===== src/rtl/mdu_iterative.sv =====
// Iterative RV32M multiply/divide unit: sign-magnitude operands, radix-2 shift-add
// multiply and restoring divide, one step per clock, with optional fast exit for DIV/REM corner cases.
module mdu_iterative #(
  parameter int unsigned WIDTH        = 32,
  parameter bit          FAST_SPECIAL = 1'b1
) (
  input  logic             clk,
  input  logic             rstn,
  input  logic             start,
  input  logic [2:0]       funct3,
  input  logic [WIDTH-1:0] op_a,
  input  logic [WIDTH-1:0] op_b,
  input  logic             flush,
  output logic             busy,
  output logic             done,
  output logic [WIDTH-1:0] result
);

  localparam int unsigned CW = $clog2(WIDTH);

  typedef enum logic [1:0] {IDLE, CALC, FIX, DONE} state_t;

  state_t             state;
  logic [CW-1:0]      cnt;
  logic [2:0]         f3;
  logic               neg;
  logic [WIDTH-1:0]   b_mag;
  logic [2*WIDTH-1:0] acc;
  logic [WIDTH-1:0]   rem;

  logic               accept;
  logic               a_signed, b_signed, a_neg, b_neg;
  logic [WIDTH-1:0]   a_abs, b_abs;
  logic               sign_in;
  logic               div_zero, div_ovf, special;
  logic [WIDTH-1:0]   fast_val;
  logic [WIDTH:0]     mul_sum;
  logic [WIDTH:0]     div_shift, div_diff;
  logic [2*WIDTH-1:0] mul_full;
  logic [WIDTH-1:0]   q_fix, r_fix, fix_val;

  assign accept = (state == IDLE) && start && !flush;
  assign busy   = accept || (state == CALC) || (state == FIX);

  always_comb begin
    a_signed = funct3[2] ? ~funct3[0] : (funct3[1:0] != 2'b11);
    b_signed = funct3[2] ? ~funct3[0] : ~funct3[1];
    a_neg    = a_signed & op_a[WIDTH-1];
    b_neg    = b_signed & op_b[WIDTH-1];
    a_abs    = a_neg ? ('0 - op_a) : op_a;
    b_abs    = b_neg ? ('0 - op_b) : op_b;
    div_zero = funct3[2] && (op_b == '0);
    div_ovf  = funct3[2] && !funct3[0] && (op_a == {1'b1, {(WIDTH-1){1'b0}}}) && (op_b == '1);
    special  = div_zero || div_ovf;
    // A zero divisor yields an unsigned all-ones quotient, so the quotient sign is suppressed
    if (!funct3[2])
      sign_in = a_neg ^ b_neg;
    else if (funct3[1])
      sign_in = a_neg;
    else
      sign_in = (a_neg ^ b_neg) && !div_zero;
    if (div_zero)
      fast_val = funct3[1] ? op_a : '1;
    else
      fast_val = funct3[1] ? '0 : op_a;
  end

  always_comb begin
    mul_sum   = {1'b0, acc[2*WIDTH-1:WIDTH]} + (acc[0] ? {1'b0, b_mag} : '0);
    div_shift = {rem, acc[WIDTH-1]};
    div_diff  = div_shift - {1'b0, b_mag};
    mul_full  = neg ? ('0 - acc) : acc;
    q_fix     = neg ? ('0 - acc[WIDTH-1:0]) : acc[WIDTH-1:0];
    r_fix     = neg ? ('0 - rem) : rem;
    if (!f3[2])
      fix_val = (f3[1:0] == 2'b00) ? mul_full[WIDTH-1:0] : mul_full[2*WIDTH-1:WIDTH];
    else
      fix_val = f3[1] ? r_fix : q_fix;
  end

  always_ff @(posedge clk or negedge rstn) begin
    if (!rstn) begin
      state  <= IDLE;
      cnt    <= '0;
      f3     <= '0;
      neg    <= 1'b0;
      b_mag  <= '0;
      acc    <= '0;
      rem    <= '0;
      result <= '0;
      done   <= 1'b0;
    end else begin
      case (state)
        IDLE: begin
          done <= 1'b0;
          if (accept) begin
            f3    <= funct3;
            neg   <= sign_in;
            b_mag <= b_abs;
            acc   <= {{WIDTH{1'b0}}, a_abs};
            rem   <= '0;
            cnt   <= '0;
            if (FAST_SPECIAL && special) begin
              result <= fast_val;
              done   <= 1'b1;
              state  <= DONE;
            end else begin
              state <= CALC;
            end
          end
        end
        CALC: begin
          if (flush) begin
            state <= IDLE;
            cnt   <= '0;
          end else begin
            // Divide keeps the dividend/quotient in the low half of acc, shifting quotient bits in
            if (f3[2]) begin
              acc[WIDTH-1:0] <= {acc[WIDTH-2:0], ~div_diff[WIDTH]};
              rem            <= div_diff[WIDTH] ? div_shift[WIDTH-1:0] : div_diff[WIDTH-1:0];
            end else begin
              acc <= {mul_sum, acc[WIDTH-1:1]};
            end
            cnt <= cnt + 1'b1;
            if (cnt == CW'(WIDTH - 1))
              state <= FIX;
          end
        end
        FIX: begin
          if (flush) begin
            state <= IDLE;
            cnt   <= '0;
          end else begin
            result <= fix_val;
            done   <= 1'b1;
            state  <= DONE;
          end
        end
        DONE: begin
          done  <= 1'b0;
          state <= IDLE;
        end
        default: state <= IDLE;
      endcase
    end
  end

endmodule

===== config.mk =====
export PLATFORM = sky130hd
export DESIGN_NAME = mdu_iterative
export DESIGN_NICKNAME = d
export VERILOG_FILES = /design/src/rtl/mdu_iterative.sv
export SDC_FILE = /design/constraint.sdc
export NUM_CORES = 1
export LEC_CHECK = 0
export CORE_MARGIN = 1
export CORE_UTILIZATION = 50
export DETAILED_ROUTE_END_ITERATION = 10
export PLACE_DENSITY = 0.76
export SYNTH_ARGS = -nofsm -noshare
export SYNTH_HDL_FRONTEND = slang
export SYNTH_SLANG_ARGS = --single-unit

===== constraint.sdc =====
create_clock -name clk -period 3.21 [get_ports clk]
set_clock_uncertainty 0.15 [all_clocks]
set_input_delay 0.642 -clock clk [delete_from_list [all_inputs] [get_ports clk]]
set_output_delay 0.642 -clock clk [all_outputs]
set_load 0.01 [all_outputs]

## After elaboration in Yosys (flattened, before gate mapping)

Index checks and enable logic that the tools add are counted.

- Add/sub/neg operators: 8
- Multiply operators: 0
- Div/mod/pow operators: 0
- Magnitude comparators: 0
- Eq/ne operators: 15
- Shift operators: 0
- Mux-type cells: 44
- Bitwise operators: 6
- Reduce and logical (&&, ||, !) cells: 28

Operators with widths:

| cell | count |
|---|---|
| two-way mux 32 bit | 20 |
| two-way mux 64 bit | 3 |
| one-hot mux 32 bit (2 select lines) | 2 |
| one-hot mux 64 bit (2 select lines) | 1 |
| subtractor 1 x 32 -> 32 bit, first input constant | 4 |
| equality test 32 bit, second input constant | 2 |
| subtractor 1 x 64 -> 64 bit, first input constant | 1 |
| adder 32 x 32 -> 33 bit | 1 |
| subtractor 33 x 32 -> 33 bit | 1 |
| zero test 32 bit | 1 |
| inequality test 2 bit, second input constant | 8 |
| two-way mux 5 bit | 3 |
| one-hot mux 5 bit (3 select lines) | 1 |
| AND reduction 4 bit | 3 |
| two-way mux 2 bit | 5 |
| one-hot mux 2 bit (4 select lines) | 1 |
| logical AND 1 bit | 7 |
| two-way mux 1 bit | 7 |
| AND reduction 2 bit | 3 |
| AND reduction 3 bit | 2 |
| nonzero test 3 bit | 2 |
| adder 5 x 1 -> 5 bit, second input constant | 1 |
| equality test 5 bit, second input constant | 1 |
| equality test 2 bit, second input constant | 2 |
| 10 further kinds | 19 |

- Flip-flop bits (word level): 172
- Latch bits: 0
- Memory bits (writable): 0
- Memory bits (read-only): 0
- Bits of input ports: 71
- Logic and storage cells: 111
- Memories kept: 0

## Longest topological paths before layout

- Word-level depth: 8
- Depth in mapped cells: 13
- Gate-level depth less buffers: 13

## Worst setup path after synthesis

Ideal clock, no wire load.

- Path type: input to register
- Start point: input op_b[24]
- End point: register result[24]
- Setup time: 0.077 ns
- Arrival: 3.325 ns
- Path slack: -0.342 ns
- Stages: 11
- Path buffers: 2
- Cells stage by stage: or4_1 or4_1 or3b_2 nor4_4 or2_2 clkbuf_1 buf_2 a21oi_1 nand2_1 o21ai_0 a21oi_1

- Longest elaborated chain between the ends: 6

Ends and longest elaborated chain:

| what | RTL line | source |
|---|---|---|
| start, declared | 12 | `input logic [WIDTH-1:0] op_b,` |
| zero test 32 bit | 52 | `div_zero = funct3[2] && (op_b == '0);` |
| logical AND 1 bit | 52 |  |
| two-way mux 32 bit | 62 | `if (div_zero)` |
| two-way mux 32 bit | 103 | `if (FAST_SPECIAL && special) begin` |
| two-way mux 32 bit | 96 | `if (accept) begin` |
| one-hot mux 32 bit (2 select lines) | 93 | `case (state)` |
| end signal, assigned | 104 | `result <= fast_val;` |
| end signal, assigned | 134 | `result <= fix_val;` |
| end, declared | 16 | `output logic [WIDTH-1:0] result` |

Parallel ways exist; a longest one is shown, timed or not. The select of a mux whose other input is x is not followed.
A chain may end at the register's enable or synchronous reset.

## Worst setup path after layout

- Start point: register acc[0]
- End point: register acc[49]

- Longest elaborated chain between the ends: 5

Ends and longest elaborated chain:

| what | RTL line | source |
|---|---|---|
| start, declared | 28 | `logic [2*WIDTH-1:0] acc;` |
| start signal, assigned | 100 | `acc <= {{WIDTH{1'b0}}, a_abs};` |
| start signal, assigned by index | 119 | `acc[WIDTH-1:0] <= {acc[WIDTH-2:0], ~div_diff[WIDTH]};` |
| start signal, assigned | 122 | `acc <= {mul_sum, acc[WIDTH-1:1]};` |
| two-way mux 32 bit | 69 | `mul_sum = {1'b0, acc[2*WIDTH-1:WIDTH]} + (acc[0] ? {1'b0, b_mag} : '0);` |
| adder 32 x 32 -> 33 bit | 69 |  |
| two-way mux 32 bit | 118 | `if (f3[2]) begin` |
| two-way mux 64 bit | 113 | `if (flush) begin` |
| one-hot mux 64 bit (2 select lines) | 93 |  |

No other way between the ends. The select of a mux whose other input is x is not followed.

==> reports/metrics.yaml <==
outcome:
  outcome: "complete, but fails checks"
  violations: "negative setup slack"
critical_path:
  crit_family: "simple AND/OR/NAND/NOR gates"
  critPathKind: "reg -> reg"
  crit_fanout: 5
  path_cells: "inv_4 -> nor2_1 -> ha_1 -> buf_4 -> o21ai_2 -> a21boi_2 -> o211ai_1 -> nand3_1 -> buf_6 -> nand4_1 -> a21boi_2 -> or3_1 -> a32o_1"
  critical_path.slowest_cell: "dfrtp_2"
  crit_path_start_kind: "register"
  crit_path_max_incr_delay_ns: 0.43
  path_depth: 13
  cpMostUsedCell: "a21boi_2"
  r2r.worst_path.cells: 13
  crit_buf_inv: 3
  cp.required_ns: 3.42
  worstPathArrival_ns: 3.76
  crit_path_end_kind: "register"
power_and_ir_drop:
  switchingPower_uw: 5000
  power.density_nw_per_um2: 506
  clkPwrFrac: 0.199
  intPower_uw: 6130
  comb_power_share: 0.544
  leakagePower_uw: 0.00999
  p_seq_frac: 0.257
  finalPower_uw: 11100
  swShare: 0.449
  peakVddDrop_mv: 0.490
floorplanning:
  die_x_um: 178
  rows: 63
  dieArea_um2: 31600
  initial_core_util: 0.514
  pin_count: 105
  coreArea_um2: 30000
  fp.dieH_um: 178
place:
  hpwlAfterDp_um: 47800
  port_buffers: 104
  gp_congestion: 1.08
  place_area_um2: 19400
  post-place-ws_ns: -0.796
drt:
  drc: 0
  wirelength_um: 66400
  first_iter_violations: 2314
  vias: 18300
  dr.pass1.iters: 6
  postRouteAntennaNets: 0
  vias_per_cell: 6.51
  wl_per_cell_um: 23.6
logic_synthesis:
  synth_warnings: 0
  ys.flop_type: "dfrtp_1"
  synth_top_cell_area_share: 0.279
  yosysSeqAreaShare: 0.279
  syn_area_per_cell_um2: 7.72
  netlist.top_cell.by_area: "dfrtp_1"
  synthDistinctLibCells: 79
  ys_top_cells_by_area: "dfrtp_1 (28%), o21ai_0 (7.1%), ha_1 (5.8%)"
  synth-edff-count: 0
  syn-instance-count: 2001
  ys_ff_latch: 172
  synth.cell_area_um2: 15400
  syn_nets: 2145
  synth_async_sr_flop_share: 1.00
final_layout:
  seq_area_um2: 4310
  final_cell_mix: "buf_4 (362), nand2_1 (231), o21ai_0 (182)"
  fin_area_um2: 22000
  fill_cells: 2243
  post-route-util: 0.732
  multi_input_area_um2: 11800
  area_growth_pct: 42.4
  diodes: 0
  drive_above_1_share: 0.269
  final_common_cell: "buf_4"
  nNetsFinal: 2558
cts:
  clock_latency_ns: 0.48
  cts-root-buf: "clkbuf_16"
  cts.sinks: 172
  clock_path_buffers: 2
  cts-hold-fix-buffers: 0
  numCtsBuffers: 17
  tritoncts: "built"
  clk_pin_slew_worst_paths_ns: 0.08
  htreeDepth: 4
sta:
  tightest_slew_ns: 0.741
  post-route-period-util: 1.11
  period_minus_slack_ns: 3.55
  finalSetupTns_ns: -8.63
  hold_viol: 0
  final.setup.worst_slack_ns: -0.342
  finalMaxSlewViolations: 0
  rsz0062_at_grt: "yes"
  fmax_ghz: 0.282
  relSlewSlack: 0.506
  finalSetupViolations: 66
grt:
  overflow: 0
  grt_pass1_vias: 17100
  antenna_found_initial: 0
  grt_max_degree: 72
  grt_usage: 0.396
  grt_pass1_wl_um: 95100
run:
  max_cap_viol_count: 0
min_path:
  min_path_type: "in -> async"
synth_stat cells (8+ instances only):
master	n
or2_2	9
a211oi_1	10
ha_1	71
o21ai_0	220
nand2b_1	16
o311ai_0	18
or3_1	24
mux2i_1	54
or4_1	22
inv_1	79
o211ai_1	10
and2_1	8
a21oi_1	148
xor2_1	95
xnor2_1	88
clkbuf_1	102
nor3_1	47
nand2_1	235
o221ai_1	10
o31ai_1	43
and3_1	10
o22ai_1	8
nor4_1	18
o21a_1	14
a31oi_1	24
a221oi_1	11
dfrtp_1	172
nor2b_1	9
a22o_1	8
buf_1	10
o41ai_1	19
a21o_1	33
nand3_1	52
nand4_1	27
nor2_1	170
registers in the layout, indices dropped and copies added, names as in the netlist:
| name | cells |
|---|---|
| result | 32 |
| state | 2 |
| done | 1 |
| f3 | 3 |
| neg | 1 |
| cnt | 5 |
| b_mag | 32 |
| acc | 64 |
| rem | 32 |
cell type report:
type / count / share of cell area
multi-input combinational: 1633 / 0.538
timing repair buffer: 510 / 0.203
sequential: 172 / 0.196
tap: 390 / 0.0222
clock buffer: 18 / 0.0200
inverter: 80 / 0.0138
clock inverter: 14 / 0.00700
per-stage QoR:
step / hold WS, ns / cells
2_1_floorplan: 0.196 / 2001
3_3_place_gp: 0.315 / 2738
3_5_place_dp: 0.322 / 2738
4_1_cts: 0.0650 / 2793
5_1_grt: 0.0935 / 2817
6_report: 0.0359 / 2817
power by group through the flow:
stage	clock [uW]	combinational [uW]	sequential (uW)
floorplan	0	2930	2780
global placement	0	4850	2820
detailed placement	0	4970	2840
CTS	2190	5250	2810
global route	2290	6410	2890
finish	2220	6050	2860
per-layer routing:
layer  routed length, um  vias to the layer above  track usage
li1                    -                     8145            -
met1               24800                     8691        0.483
met2               29800                     1205        0.634
met3                6570                      308       0.0838
met4                5210                        0        0.253
met5                   0                        -            0
worst paths after layout:
check                          start         to  slack, ns
max in group asynchronous       rstn    rem[24]       2.06
setup / recovery              acc[0]    acc[49]      -0.34
hold / removal                  rstn     cnt[1]       0.04
hold reg to reg            result[4]  result[4]       0.34
setup reg to reg              acc[0]    acc[49]      -0.34
min in group clk           result[4]  result[4]       0.34
worst register-to-register path: cells and delay by family (launching register included):
kind                       cells  cell delay [ns]
and+or+nand+nor                4             1.15
adders and majority gates      1             0.39
buffers and inverters          3             0.44
DFF                            1             0.43
AOI/OAI and AO/OA              5             0.87
what timing repair did:
action,in CTS,in global routing
gates resized for setup,151,196
buffers inserted,22,30
gates cloned,5,2
pin swaps,71,99
endpoints found under the setup margin,82,83
logic make-up (layout without fill, tap and decap cells):
group	Yosys count	after routing	synth area share
xor gates and xnor gates	183	183	0.104
AOI/OAI and AO/OA	648	648	0.266
buffers and inverters	197	622	0.0485
DFF	172	172	0.279
and+or+nand+nor	668	669	0.203
adders and majority gates	75	75	0.0614
muxes	58	58	0.0387
(Power assumes the default switching activity.)
